===== config.mk =====
export PLATFORM = sky130hd
export DESIGN_NAME = crt_parser
export DESIGN_NICKNAME = d
export VERILOG_FILES = /design/src/rtl/crt_parser.sv
export SDC_FILE = /design/constraint.sdc
export NUM_CORES = 1
export LEC_CHECK = 0
export BUFFER_PORTS_ARGS = -buffer_cell sky130_fd_sc_hd__buf_2
export CAP_MARGIN = 20
export CORE_AREA = 3 3 239 241
export CTS_BUF_LIST = sky130_fd_sc_hd__clkbuf_4
export DETAILED_ROUTE_END_ITERATION = 8
export DIE_AREA = 0 0 242 244
export HOLD_SLACK_MARGIN = 0.08
export PLACE_DENSITY_LB_ADDON = 0.25
export SLEW_MARGIN = 0
export SYNTH_ARGS = -nofsm -noshare
export SYNTH_HDL_FRONTEND = slang
export SYNTH_SLANG_ARGS = --single-unit

===== constraint.sdc =====
create_clock -name clk32 -period 8.4 [get_ports clk32]
set_input_delay 0.84 -clock clk32 [delete_from_list [all_inputs] [get_ports clk32]]
set_output_delay 0.84 -clock clk32 [all_outputs]
set_load 0.01 [all_outputs]

===== src/rtl/crt_parser.sv =====
// crt_parser: streaming .CRT cartridge image parser.
// Extracts the header (hardware type, EXROM, GAME) and each CHIP packet descriptor, packs every
// bank's payload into SDRAM on an 8K boundary and drives the cartridge mapper's bank interface.
// Optional feature macro CRT_BIN_EN: accept raw .bin images (first byte not 'C').
module crt_parser #(
    parameter logic [24:0] RAM_BASE  = 25'h0100000,
    parameter int unsigned MAX_UNITS = 128
) (
    input  logic        clk32,
    input  logic        reset,
    input  logic        dl_active,
    input  logic        dl_wr,
    input  logic [7:0]  dl_data,
    output logic [24:0] mem_addr,
    output logic [7:0]  mem_data,
    output logic        mem_wr,
    output logic [15:0] cart_id,
    output logic [7:0]  cart_exrom,
    output logic [7:0]  cart_game,
    output logic [15:0] cart_bank_laddr,
    output logic [15:0] cart_bank_size,
    output logic [15:0] cart_bank_num,
    output logic [7:0]  cart_bank_type,
    output logic [24:0] cart_bank_raddr,
    output logic        cart_bank_wr,
    output logic        cart_loading,
    output logic        cart_attached,
    output logic        crt_error
);

    typedef enum logic [2:0] {StIdle, StSig, StHdr, StChdr, StCdata, StCskip, StErr, StBin} state_t;

    localparam logic [127:0] SigStr  = "C64 CARTRIDGE   ";
    localparam logic [31:0]  ChipStr = "CHIP";

    state_t      state;
    logic [31:0] cnt;       // file offset of the current byte
    logic [31:0] pcnt;      // offset of the current byte within its CHIP packet
    logic [31:0] hdr_len;
    logic [31:0] pkt_len;
    logic [7:0]  unit_ptr;
    logic        any_bank;
    logic        dl_prev;

    logic        dl_rise, dl_fall;
    logic [127:0] sig_word;
    logic [31:0] chip_word;
    logic [31:0] hdr_eff, cnt_nx, pcnt_nx, data_off, data_end;
    logic [15:0] size_now;
    logic [16:0] size_rnd;
    logic [3:0]  units;
    logic [8:0]  unit_sum;
    logic        units_over;

    // Edge detect and per-byte helper arithmetic
    always_comb begin
        dl_rise    = dl_active & ~dl_prev;
        dl_fall    = ~dl_active & dl_prev;
        sig_word   = SigStr << {cnt[3:0], 3'b000};
        chip_word  = ChipStr << {pcnt[1:0], 3'b000};
        hdr_eff    = (hdr_len < 32'd64) ? 32'd64 : hdr_len;
        cnt_nx     = cnt + 32'd1;
        pcnt_nx    = pcnt + 32'd1;
        data_off   = pcnt - 32'd16;
        data_end   = 32'd16 + {16'd0, cart_bank_size};
        size_now   = {cart_bank_size[15:8], dl_data};
        size_rnd   = {1'b0, size_now} + 17'd8191;
        units      = size_rnd[16:13];
        if (units == 4'd0) begin
            units = 4'd1;   // an empty CHIP still claims one 8K unit
        end
        unit_sum   = {1'b0, unit_ptr} + {5'd0, units};
        units_over = unit_sum > 9'(MAX_UNITS);
    end

    // Parser FSM with registered mapper and SDRAM outputs
    always_ff @(posedge clk32) begin
        if (reset) begin
            state           <= StIdle;
            cnt             <= '0;
            pcnt            <= '0;
            hdr_len         <= '0;
            pkt_len         <= '0;
            unit_ptr        <= '0;
            any_bank        <= 1'b0;
            dl_prev         <= 1'b1;   // a download already in flight must not look like a new one
            mem_addr        <= '0;
            mem_data        <= '0;
            mem_wr          <= 1'b0;
            cart_id         <= '0;
            cart_exrom      <= '0;
            cart_game       <= '0;
            cart_bank_laddr <= '0;
            cart_bank_size  <= '0;
            cart_bank_num   <= '0;
            cart_bank_type  <= '0;
            cart_bank_raddr <= '0;
            cart_bank_wr    <= 1'b0;
            cart_loading    <= 1'b0;
            cart_attached   <= 1'b0;
            crt_error       <= 1'b0;
        end else begin
            mem_wr       <= 1'b0;
            cart_bank_wr <= 1'b0;
            cart_loading <= dl_active;
            dl_prev      <= dl_active;
            if (dl_rise) begin
                state         <= StSig;
                cnt           <= '0;
                pcnt          <= '0;
                unit_ptr      <= '0;
                any_bank      <= 1'b0;
                hdr_len       <= '0;
                pkt_len       <= '0;
                cart_id       <= '0;
                cart_exrom    <= '0;
                cart_game     <= '0;
                cart_attached <= 1'b0;
                crt_error     <= 1'b0;
            end else if (dl_fall) begin
                if (state == StChdr && pcnt == 32'd0 && any_bank) begin
                    cart_attached <= 1'b1;
`ifdef CRT_BIN_EN
                end else if (state == StBin) begin
                    if (cnt <= 32'd16384) begin
                        cart_exrom      <= 8'd0;
                        cart_game       <= (cnt <= 32'd8192) ? 8'd1 : 8'd0;
                        cart_bank_laddr <= 16'h8000;
                        cart_bank_size  <= cnt[15:0];
                        cart_bank_num   <= 16'd0;
                        cart_bank_type  <= 8'd0;
                        cart_bank_raddr <= RAM_BASE;
                        cart_bank_wr    <= 1'b1;
                        cart_attached   <= 1'b1;
                    end else begin
                        crt_error <= 1'b1;
                    end
`endif
                end else if (state != StIdle) begin
                    crt_error <= 1'b1;
                end
                state <= StIdle;
            end else if (dl_wr && state != StIdle && state != StErr) begin
                cnt <= cnt_nx;
                case (state)
                    StSig: begin
`ifdef CRT_BIN_EN
                        if (cnt == 32'd0 && dl_data != 8'h43) begin
                            state    <= StBin;
                            cart_id  <= '0;
                            mem_wr   <= 1'b1;
                            mem_addr <= RAM_BASE;
                            mem_data <= dl_data;
                        end else
`endif
                        if (dl_data != sig_word[127:120]) begin
                            state     <= StErr;
                            crt_error <= 1'b1;
                        end else if (cnt == 32'd15) begin
                            state <= StHdr;
                        end
                    end
                    StHdr: begin
                        case (cnt)
                            32'h10:  hdr_len[31:24]   <= dl_data;
                            32'h11:  hdr_len[23:16]   <= dl_data;
                            32'h12:  hdr_len[15:8]    <= dl_data;
                            32'h13:  hdr_len[7:0]     <= dl_data;
                            32'h16:  cart_id[15:8]    <= dl_data;
                            32'h17:  cart_id[7:0]     <= dl_data;
                            32'h18:  cart_exrom       <= dl_data;
                            32'h19:  cart_game        <= dl_data;
                            default: ;
                        endcase
                        if (cnt_nx == hdr_eff) begin
                            state <= StChdr;
                            pcnt  <= '0;
                        end
                    end
                    StChdr: begin
                        pcnt <= pcnt_nx;
                        case (pcnt[3:0])
                            4'd0, 4'd1, 4'd2, 4'd3: begin
                                if (dl_data != chip_word[31:24]) begin
                                    state     <= StErr;
                                    crt_error <= 1'b1;
                                end
                            end
                            4'd4:  pkt_len[31:24]        <= dl_data;
                            4'd5:  pkt_len[23:16]        <= dl_data;
                            4'd6:  pkt_len[15:8]         <= dl_data;
                            4'd7:  pkt_len[7:0]          <= dl_data;
                            4'd8:  ;                     // type high byte is not used
                            4'd9:  cart_bank_type        <= dl_data;
                            4'd10: cart_bank_num[15:8]   <= dl_data;
                            4'd11: cart_bank_num[7:0]    <= dl_data;
                            4'd12: cart_bank_laddr[15:8] <= dl_data;
                            4'd13: cart_bank_laddr[7:0]  <= dl_data;
                            4'd14: cart_bank_size[15:8]  <= dl_data;
                            4'd15: begin
                                cart_bank_size[7:0] <= dl_data;
                                if (units_over) begin
                                    state     <= StErr;
                                    crt_error <= 1'b1;
                                end else begin
                                    cart_bank_raddr <= RAM_BASE + 25'({unit_ptr, 13'd0});
                                    unit_ptr        <= unit_ptr + {4'd0, units};
                                    cart_bank_wr    <= 1'b1;
                                    any_bank        <= 1'b1;
                                    if (size_now != 16'd0) begin
                                        state <= StCdata;
                                    end else if (pkt_len > 32'd16) begin
                                        state <= StCskip;
                                    end else begin
                                        pcnt <= '0;
                                    end
                                end
                            end
                            default: ;
                        endcase
                    end
                    StCdata: begin
                        mem_wr   <= 1'b1;
                        mem_data <= dl_data;
                        mem_addr <= cart_bank_raddr + data_off[24:0];
                        pcnt     <= pcnt_nx;
                        if (pcnt_nx == data_end) begin
                            // Skip straight to the next header when no padding follows
                            if (pkt_len > pcnt_nx) begin
                                state <= StCskip;
                            end else begin
                                state <= StChdr;
                                pcnt  <= '0;
                            end
                        end
                    end
                    StCskip: begin
                        pcnt <= pcnt_nx;
                        if (pcnt_nx >= pkt_len) begin
                            state <= StChdr;
                            pcnt  <= '0;
                        end
                    end
                    StBin: begin
                        mem_wr   <= 1'b1;
                        mem_data <= dl_data;
                        mem_addr <= RAM_BASE + cnt[24:0];
                    end
                    default: ;
                endcase
            end
        end
    end

endmodule


== Word-level counts from Yosys, hierarchy flattened ==
Index checks and enable logic that the tools add are counted.

* Bits in registers: 292
* Latch bits: 0
* Bits in writable memories: 0
* Memory bits (read-only): 0
* Input port bits: 12
* Output and inout bits: 151
* Word-level logic and storage cells: 204
* Memories kept: 0

* $add $sub $neg: 10
* Multiply operators: 0
* Divide/modulo/power cells: 0
* $lt $le $gt $ge: 5
* Equal/unequal tests: 54
* Shift operators: 2
* Muxes and demuxes: 38
* Bitwise gates (word level): 10
* Reduce and logical (&&, ||, !) cells: 51

{| class="wikitable"
|+ Operator list
! operator !! count
|-
| $mux 32 || 9
|-
| $eq 32x5->1 const B || 8
|-
| $pmux 32 s4 || 1
|-
| $shl 127x7->128 const A || 1
|-
| $add 32x1->32 const B || 2
|-
| $reduce_and 4->1 || 15
|-
| $pmux 25 s2 || 1
|-
| $reduce_and 5->1 || 8
|-
| $eq 32x17->1 || 1
|-
| $eq 32x32->1 || 1
|-
| $eq 32x4->1 const B || 1
|-
| $ge 32x32->1 || 1
|-
| $gt 32x32->1 || 1
|-
| $gt 32x5->1 const B || 1
|-
| $logic_not 32->1 || 1
|-
| $lt 32x7->1 const B || 1
|-
| $shl 31x5->32 const A || 1
|-
| $mux 3 || 10
|-
| $eq 4x4->1 const B || 7
|-
| $add 21x25->25 const A || 1
|-
| $add 25x25->25 || 1
|-
| $sub 25x5->25 const B || 1
|-
| $add 21x21->22 const A || 1
|-
| $ne 4x4->1 const B || 5
|-
| other kinds (43) || 90
|}

== Depth between registers and ports, before layout ==
Gate-level depths: netlist (run 1).

* Depth after elaboration: 11
* Depth in mapped cells: 20
* Gate-level depth less buffers: 17

== Worst setup path after synthesis (run 1) ==
Ideal clock, no wire load.

* Kind: register to register
* Start point: register pcnt[5]
* End point: register pcnt[28]
* Arrival: 4610 ps
* Required time: 8315 ps
* Setup slack: 3705 ps
* Cell stages (with the launch flop): 19
* Buffers on the path: 2
* Period minus slack after synthesis: 4695 ps
* Cell sequence: dfxtp_1 -> ha_1 -> nand4_1 -> nor4_1 -> nand3_1 -> xnor2_1 -> ha_1 -> a21o_1 -> a21o_1 -> a21oi_1 -> o22ai_1 -> or4b_2 -> a21o_1 -> a21oi_1 -> a22oi_2 -> or3_1 -> buf_2 -> buf_6 -> o31ai_2

* Longest elaborated chain between the ends: 6

{| class="wikitable"
|+ RTL lines
! item !! line !! text
|-
| start, declared || 38 || <nowiki>logic [31:0] pcnt;</nowiki>
|-
| start signal, assigned || 181 || <nowiki>pcnt <= pcnt_nx;</nowiki>
|-
| start signal, assigned || 226 || <nowiki>pcnt <= pcnt_nx;</nowiki>
|-
| start signal, assigned || 238 || <nowiki>pcnt <= pcnt_nx;</nowiki>
|-
| $add 32x1->32 * || 63 || <nowiki>pcnt_nx = pcnt + 32'd1;</nowiki>
|-
| parallel branches: the longest is 4 deep, another holds $gt 32x32->1 || -- ||
|-
| $pmux 32 s4 * || 145 || <nowiki>case (state)</nowiki>
|}

Mark *: on every way between the ends.
A chain may end at the register's enable or synchronous reset.

== Worst setup path in the final report (run 1) ==
* Start point: register pcnt[2]
* End point: register pcnt[10]

* Longest elaborated chain between the ends: 6

{| class="wikitable"
|+ RTL lines
! item !! line
|-
| parallel branches: the longest is 5 deep, another holds $add 32x1->32 || --
|-
| $pmux 32 s4 * || 145
|}

Marks and branches as above.

==> summary by stage, run 1 <==
Timing
The final number of hold-violating endpoints is 0. The worst path needs 6.241 ns of the cycle, external delays included. The hold slack is 0.3442 ns. Timing would allow up to 160.2 MHz. Setup violations remaining at the end of the flow were counted as 0.

In the final timing run, aggregate negative setup slack is 0 ns. The final-report max-slew violation count is 0. The worst setup skew after layout is 0.06195 ns.

The worst-case headroom to the max-slew limit is 29.04%. The transition time at the pin with the least slew margin is 1.055 ns. The setup slack after layout is 2.159 ns. Setup repair after global routing left no endpoint under its margin.

After layout, the worst path uses 74.30% of the clock period.

GRT
The global-route total usage across every layer is 18.33%. The number of global-route vias before repair is 14524. Summed over all layers, the global routing overflow is 0. The maximum number of pins on one net before global-route repair is 83. The first-pass GRT wire length is 85.95 mm. The initial antenna violation count was 3.

Placed design
At the placement stage, the worst setup path has a slack of 2.337 ns. The count of placed standard cells including taps is 2806. The congestion estimate from routability-driven global placement came to 0.9001. Input and output buffers added on the ports amount to 146.

The post-DP HPWL is 40.71 mm.

Flow run
The tool flagged a number of max-cap violations equal to 0.

Floorplan
The area of the die is 59050 µm². The total area inside the core boundary comes to 55090 µm². The floorplan step set the die height to 244 µm.

The width of the die is 242 µm. The initial standard-cell utilization of the core is 29.98%. In this run the core area contains 86 standard-cell rows.

The number of top-level pins is 163.

Logic synthesis
In this run, synthesis inferred 0 flip-flops with an integrated enable. The area fraction of the dominant cell type after synthesis is 33.45%. The cell area that synthesis handed to floorplanning was 16520 µm².

After synthesis, the cell types taking the most area are dfxtp_1 (33%), ha_1 (7.0%), mux2i_1 (5.6%). The largest total area in the synthesized netlist belongs to dfxtp_1. In the synthesized netlist the dominant register cell turns out to be dfxtp_1. The netlist uses 84 different library cells. In the synthesized netlist, the number of instances is 2042. The sequential cell area fraction in the yosys report is 33.45%. The synthesized area per cell is 8.089 µm². The count of state elements after synthesis is 276.

In the synthesized netlist the async set-or-reset flop fraction comes to 0%. Yosys printed 0 warnings.

Setup path
The family with the most delay on the worst path is simple AND/OR/NAND/NOR gates. Among the stages of the critical path, the cell type that occurs most often is nand4_1. The highest cell delay on the worst timing path is 0.77 ns.

At the worst endpoint, the required time is 9.10 ns. Data arrives at the worst endpoint at 6.94 ns. The worst setup path is of the flop to flop kind. The element type at the critical path end is a flop. The signal on the critical path passes through nand4_1 -> nor4_1 -> nand3_1 -> nor2_1 -> xor2_1 -> ha_1 -> nand4_1 -> or2_2 -> o22ai_1 -> or4b_2 -> a21o_1 -> a21oi_1 -> a22oi_2 -> or3_1 -> o41ai_1.

In this run the worst path has a maximum fanout of 16. The kind of start point of the critical path is a flop. The number of buffers and inverters on the critical path is 0. The slowest library cell on the worst path is or3_1.

CTS
The clock latency reported for the late side of the worst-skew pair is 0.85 ns. TritonCTS built the clock tree. The clock drives 276 sinks. The maximum buffer depth of the clock tree is 3.

After clock tree synthesis, the flow added hold-fix buffers numbering 0. After clock tree synthesis, the clock-pin slew on the worst setup and hold paths is 0.08 ns. The post-cts repair resize count is 0.

The H-tree depth is 3. Post-CTS timing repair inserted 0 buffers for setup. The cell sitting at the root of the clock tree is a clkbuf_4. Buffers inserted during clock tree synthesis total 81.

Routing
Using the TritonRoute via totals, the vias-per-cell ratio works out to 5.236. Wires add up to 55.82 mm. The detailed router's first-iteration violation count is 1294. For this run, design rule violations remaining after detail routing come to 0. For this block, the via count after detailed routing is 15426. The count of antenna-violating nets left after detailed routing is 0. The detailed-route wire length per cell is 18.95 µm. The first-pass iteration count of the detailed router is 5.

Pwr
The power per unit of standard cell area is 143.0 nW/µm². The leakage power is 7.783 nW. VDD sags by at most 0.1076 mV.

Worst hold path
In this run the worst hold path is classified as input pin to flop.

Layout
After filler insertion, the fill cell instance count of the layout stands at 5971. Leaving out filler cells and counting taps, the final layout contains 2946. The fraction of final layout cells sized beyond drive strength 1 is 14.60%. The end-of-flow core utilization is 33.79%.

The signed area change from the synthesized netlist to the final layout is 12.70%. The net count of the finished layout is 2247.

Status
The run finished with clean final reports.
registers in the layout, indices dropped and copies added (netlist names), 3 cells and up:
name             cells
cart_id             16
pcnt                32
cart_exrom           8
hdr_len             32
cart_bank_type       8
cart_bank_raddr      9
cart_game            8
state                3
unit_ptr             8
pkt_len             32
mem_data             8
cnt                 32
cart_bank_size      16
cart_bank_num       16
mem_addr            25
cart_bank_laddr     16
metal layers:
| layer | share of wire (%) | routed length (µm) | vias up | track usage, % |
|---|---|---|---|---|
| met5 | 0 | 0 | - | 0 |
| met4 | 1.6 | 902 | 0 | 4.721 |
| met3 | 8.0 | 4439 | 72 | 4.682 |
| met2 | 42 | 23240 | 586 | 26.79 |
| met1 | 49 | 27240 | 7364 | 26.65 |
| li1 | - | - | 7404 | - |
cells in the mapped netlist, types with 39 or more instances:
library cell / number
nand2_1: 188
nor3_1: 48
nand4_1: 46
ha_1: 92
dfxtp_1: 276
o21ai_0: 40
xor2_1: 39
nor2_1: 225
xnor2_1: 105
clkbuf_1: 109
mux2i_1: 93
nand3_1: 115
inv_1: 114
nor4_1: 41
a21oi_1: 133
final timing paths:
| check | end | slack, ns | startpoint | depth (start not counted) |
|---|---|---|---|---|
| worst max-delay path | pcnt[10]$_SDFFE_PP0P_ | 2.16 | pcnt[2]$_SDFFE_PP0P_ | 15 |
| worst min-delay path | dl_prev$_SDFF_PP1_ | 0.34 | dl_active | 3 |
| worst max register to register | pcnt[10]$_SDFFE_PP0P_ | 2.16 | pcnt[2]$_SDFFE_PP0P_ | 15 |
| worst min register to register | cart_bank_laddr[11]$_SDFFE_PP0P_ | 0.46 | cart_bank_laddr[11]$_SDFFE_PP0P_ | 2 |
logic make-up after synthesis:
logic type | Yosys count | share of synthesized area (%)
AND/OR/NAND/NOR | 798 | 23.68
AO/OA/AOI/OAI | 354 | 14.62
flip-flops | 276 | 33.45
buffers and inverters | 275 | 6.984
XOR/XNOR | 147 | 8.052
multiplexers | 97 | 5.977
adder cells (fa/ha/maj) | 94 | 7.212
other | 1 | 0.02270
cells in the final DEF, fill, tap and decap left out, types with 48 or more instances in the layout:
cell type	instances
inv_1	114
a21oi_1	133
buf_2	145
dfxtp_1	276
mux2i_1	93
clkbuf_4	113
nand3_1	115
nor2_1	224
nand2_1	188
ha_1	92
xnor2_1	105
nor3_1	48
worst min-delay path, stage by stage:
cell	delay (ns)
buf_2	0.11
inv_1	0.09
nand2_1	0.06
report_power, final:
part | switching, mW | leakage (nW) | internal, mW
clock | 0.601 | 0.567 | 0.617
sequential | 0.00999 | 2.22 | 1.31
combinational | 0.0907 | 4.99 | 0.0282
stage by stage:
stage	area (µm²)	power [mW]
floorplan	16570	1.433
global placement	17640	1.469
detailed placement	17650	1.470
CTS	18600	2.702
global route	18610	2.783
finish	18620	2.661
area by class of cell:
type                    instances  area [µm²]  share of cell area, %
diodes                          6       15.01                0.08066
clock buffers                 113       848.3                  4.557
clock inverters                21       98.84                 0.5310
inverters                     115       431.7                  2.319
multi-input cells            1506        9911                  53.24
flip-flops and latches        276        5525                  29.68
well taps                     748       935.9                  5.028
repair buffers                161       849.6                  4.564
Power figures use the tool's default switching activity.
==> run 2: changes to the inputs <==
Clock period 8.4 ns to 5.55 ns, I/O delays scaled along.
==> run 2 against run 1 <==
- clock power increased by 67%
- non-clock buffer count grew 30
- combinational power grew 61%
- critical path depth up 4
- first-iteration DRC count fell by 2.6%
- cell area up 1.9%
- sequential cell count is the same
- worst setup slack worse by 1.9 ns
- core utilization increased by 0.65 points
- sequential power rose by 52%
==> summary by stage, run 2 (synthesis results as in run 1) <==
CTS
The maximum buffer depth of the clock tree is 3 (unchanged). The clock latency reported for the late side of the worst-skew pair was 0.82 ns (was 0.85 ns). The library cell used as clock root buffer is clkbuf_4 (unchanged). The number of buffers inserted to repair setup after CTS was 0 (unchanged).

The TritonCTS buffer count was 83 (was 81). The CTS tree is yes (unchanged). The clock-pin slew reported for the worst setup and hold paths after clock tree synthesis came to 0.06 ns (was 0.08 ns). The number of clock sinks seen by CTS came to 276 (unchanged). The H-tree depth was 3 (unchanged).

Worst hold path
The number of instances on the worst hold path is 2 (was 3). The class of the tightest hold or removal check is input pin to flop (unchanged). The startpoint of the most critical hold path is reset (was dl_active).

Routing
The ratio of routed vias to standard cells was 5.239 (was 5.236). The post-route DRC violation count was 0 (unchanged). The count of antenna-violating nets left after detailed routing is 0 (unchanged). The detailed-route wire length per cell is 19.36 µm (was 18.95 µm). The detailed router's first-iteration violation count came to 1260 (was 1294). The first-pass iteration count of the detailed router is 5 (unchanged). The total via count in the routed design is 15653 (was 15426).

The total detailed-routing wirelength is 57.84 mm (was 55.82 mm).

Setup path
The required time of the critical path is 6.20 ns (was 9.10 ns). The logic depth of the worst path, buffers included is 19 (was 15). The critical path startpoint is pcnt[8]$_SDFFE_PP0P_ (was pcnt[2]$_SDFFE_PP0P_). The maximum fanout along the worst path is 14 (was 16). The most repeated library cell on the critical path is a21o_1 (was nand4_1). The highest cell delay on the worst timing path came to 0.66 ns (was 0.77 ns).

The arrival time reported for the critical path endpoint is 5.92 ns (was 6.94 ns). The element type at the critical path end is a flop (unchanged). The critical path buffer and inverter count came to 3 (was 0). Critical-path cell list: ha_1 -> nand3_1 -> nor4_2 -> buf_4 -> nand2_1 -> xnor2_2 -> inv_1 -> ha_1 -> a21o_1 -> a21o_1 -> a21oi_1 -> o22ai_1 -> or4b_2 -> a21o_1 -> a21oi_1 -> a22oi_2 -> or3_1 -> buf_4 -> o41ai_1 (was nand4_1 -> nor4_1 -> nand3_1 -> nor2_1 -> xor2_1 -> ha_1 -> nand4_1 -> or2_2 -> o22ai_1 -> or4b_2 -> a21o_1 -> a21oi_1 -> a22oi_2 -> or3_1 -> o41ai_1). The launching point of the worst reg2reg path is pcnt[8]$_SDFFE_PP0P_ (was pcnt[2]$_SDFFE_PP0P_).

The slowest library cell on the worst path is or4b_2 (was or3_1). The depth of the worst register-to-register path is 19 (was 15). The kind of start point of the critical path is a flop (unchanged). The family with the most delay on the worst path is simple AND/OR/NAND/NOR gates (unchanged).

The class of the most critical setup path is flop to flop (unchanged).

Pwr
The total power of the final layout was 4.232 mW (was 2.661 mW). The fraction of power consumed by combinational cells is 4.5% (about the same). The internal cell power is 3.099 mW (was 1.960 mW). The fraction of power consumed by sequential logic is 47.4% (was 49.8%). The power per unit of standard cell area was 223.0 nW/µm² (was 143.0 nW/µm²). The switching power share of the total was 26.78% (was 26.36%).

The leakage power came to 8.023 nW (was 7.783 nW). The switching component of the power is 1.133 mW (was 0.7016 mW). The clock group share of total power was 48.1% (was 45.8%). The maximum vdd ir drop is 0.1822 mV (was 0.1076 mV).

Layout
The count of non-filler cells in the finished layout was 2988 (was 2946). The net count of the finished layout was 2279 (was 2247). Commonest cells after routing, fill and taps aside: dfxtp_1 (275), nor2_1 (224), nand2_1 (188) (was dfxtp_1 (276), nor2_1 (224), nand2_1 (188)). The fraction of final layout cells sized beyond drive strength 1 is 16.35% (was 14.60%). The end-of-flow core utilization is 34.44% (was 33.79%). The leading cell type in the layout, fill and taps excluded is dfxtp_1 (unchanged). The fill cell instance count of the final layout is 5872 (was 5971). The register cell area after layout is 5527 µm² (was 5525 µm²). The signed area change from the synthesized netlist to the final layout came to 14.88% (was 12.70%). The area of the multi-input gates is 9925 µm² (was 9911 µm²). The total non-filler cell area in the finished layout is 18970 µm² (was 18620 µm²).

Status
Status: completed (unchanged).

GRT
The global-route total usage across every layer is 18.99% (was 18.33%). The overflow left after global routing is 0 (unchanged). The initial antenna violation count was 2 (was 3). The number of global-route vias before repair came to 14956 (was 14524). The maximum number of pins on one net before global-route repair was 80 (was 83). The first-pass GRT wire length is 88.81 mm (was 85.95 mm).

Timing
The worst-case headroom to the max-slew limit is 24.39% (was 29.04%). The final number of hold-violating endpoints is 0 (unchanged). Unrepaired setup endpoints after global routing: no (unchanged). The transition time at the pin with the least slew margin was 1.130 ns (was 1.055 ns). The final-report max-slew violation count is 0 (unchanged). The share of the clock period used by the worst path is 94.93% (was 74.30%). The final count of negative-setup-slack endpoints is 0 (unchanged). The setup slack after layout is 0.2813 ns (was 2.159 ns). The final total negative setup slack came to 0 ns (unchanged). The worst setup skew after layout is 0.05563 ns (was 0.06195 ns). The post-route minimum period is 5.269 ns (was 6.241 ns).

The hold slack is 0.1696 ns (was 0.3442 ns). The maximum clock frequency is 189.8 MHz (was 160.2 MHz).

Placed design
The count of placed standard cells including taps came to 2835 (was 2806). The number of buffers added on ports is 146 (unchanged). The minimum setup slack after placement is 0.1690 ns (was 2.337 ns). The placer's final routability congestion estimate was 0.8904 (was 0.9001). The area after detailed placement is 17870 µm² (was 17650 µm²). The post-DP HPWL is 42.20 mm (was 40.71 mm).

Floorplan
The width of the die was 242 µm (unchanged). The number of rows in the core area is 86 (unchanged). The area of the die is 59050 µm² (unchanged). The number of top-level pins was 163 (unchanged).

The area inside the core boundary is 55090 µm² (unchanged). The initial standard-cell utilization of the core is 29.98% (unchanged). The vertical extent of the die is 244 µm (unchanged).

Flow run
The number of max-capacitance violations reported is 0 (unchanged).
[run 2: worst paths after layout]
check,to,slack [ns]
worst max-delay path,pcnt[19]$_SDFFE_PP0P_,0.28
worst min-delay path,cart_bank_raddr[14]$_SDFFE_PP0P_,0.17
worst max register to register,pcnt[19]$_SDFFE_PP0P_,0.28
worst min register to register,mem_data[7]$_SDFFE_PP0P_,0.45
[run 2: layout make-up]
| class | instances | share of cell area [%] |
|---|---|---|
| Inverter | 115 | 2.275 |
| Tap cell | 748 | 4.932 |
| Antenna cell | 2 | 0.02638 |
| Sequential cell | 276 | 29.13 |
| Clock buffer | 122 | 4.827 |
| Clock inverter | 28 | 0.8506 |
| Timing Repair Buffer | 191 | 5.658 |
| Multi-Input combinational cell | 1506 | 52.30 |
[run 2: per-layer routing]
metal	GRT usage (%)	wire length, µm	share of wire, %
met4	5.393	1123	1.9
met1	27.08	28020	48
met5	0	0	0
met3	4.748	4787	8.3
met2	28.23	23910	41
[run 2: power by group through the flow]
stage               clock network [mW]  logic, mW  registers [mW]
floorplan                            0      0.130            2.04
global placement                     0      0.187            2.05
detailed placement                   0      0.188            2.05
CTS                               2.10      0.190            2.00
global route                      2.21      0.205            2.00
finish                            2.04      0.191            2.00
[run 2: repair_timing]
item	in CTS	in global routing
gates resized for setup	0	3
hold buffers	1	0
setup endpoints to repair	0	16
hold endpoints to repair	2	0
[run 2: worst reg2reg max path: cells and delay by family, from the launching register on]
| kind | cells | cell delay, ns |
|---|---|---|
| simple gates | 5 | 1.66 |
| fa+ha+maj | 2 | 0.56 |
| xor+xnor | 1 | 0.26 |
| flops | 1 | 0.52 |
| buf+inv | 3 | 0.51 |
| compound gates | 8 | 1.62 |
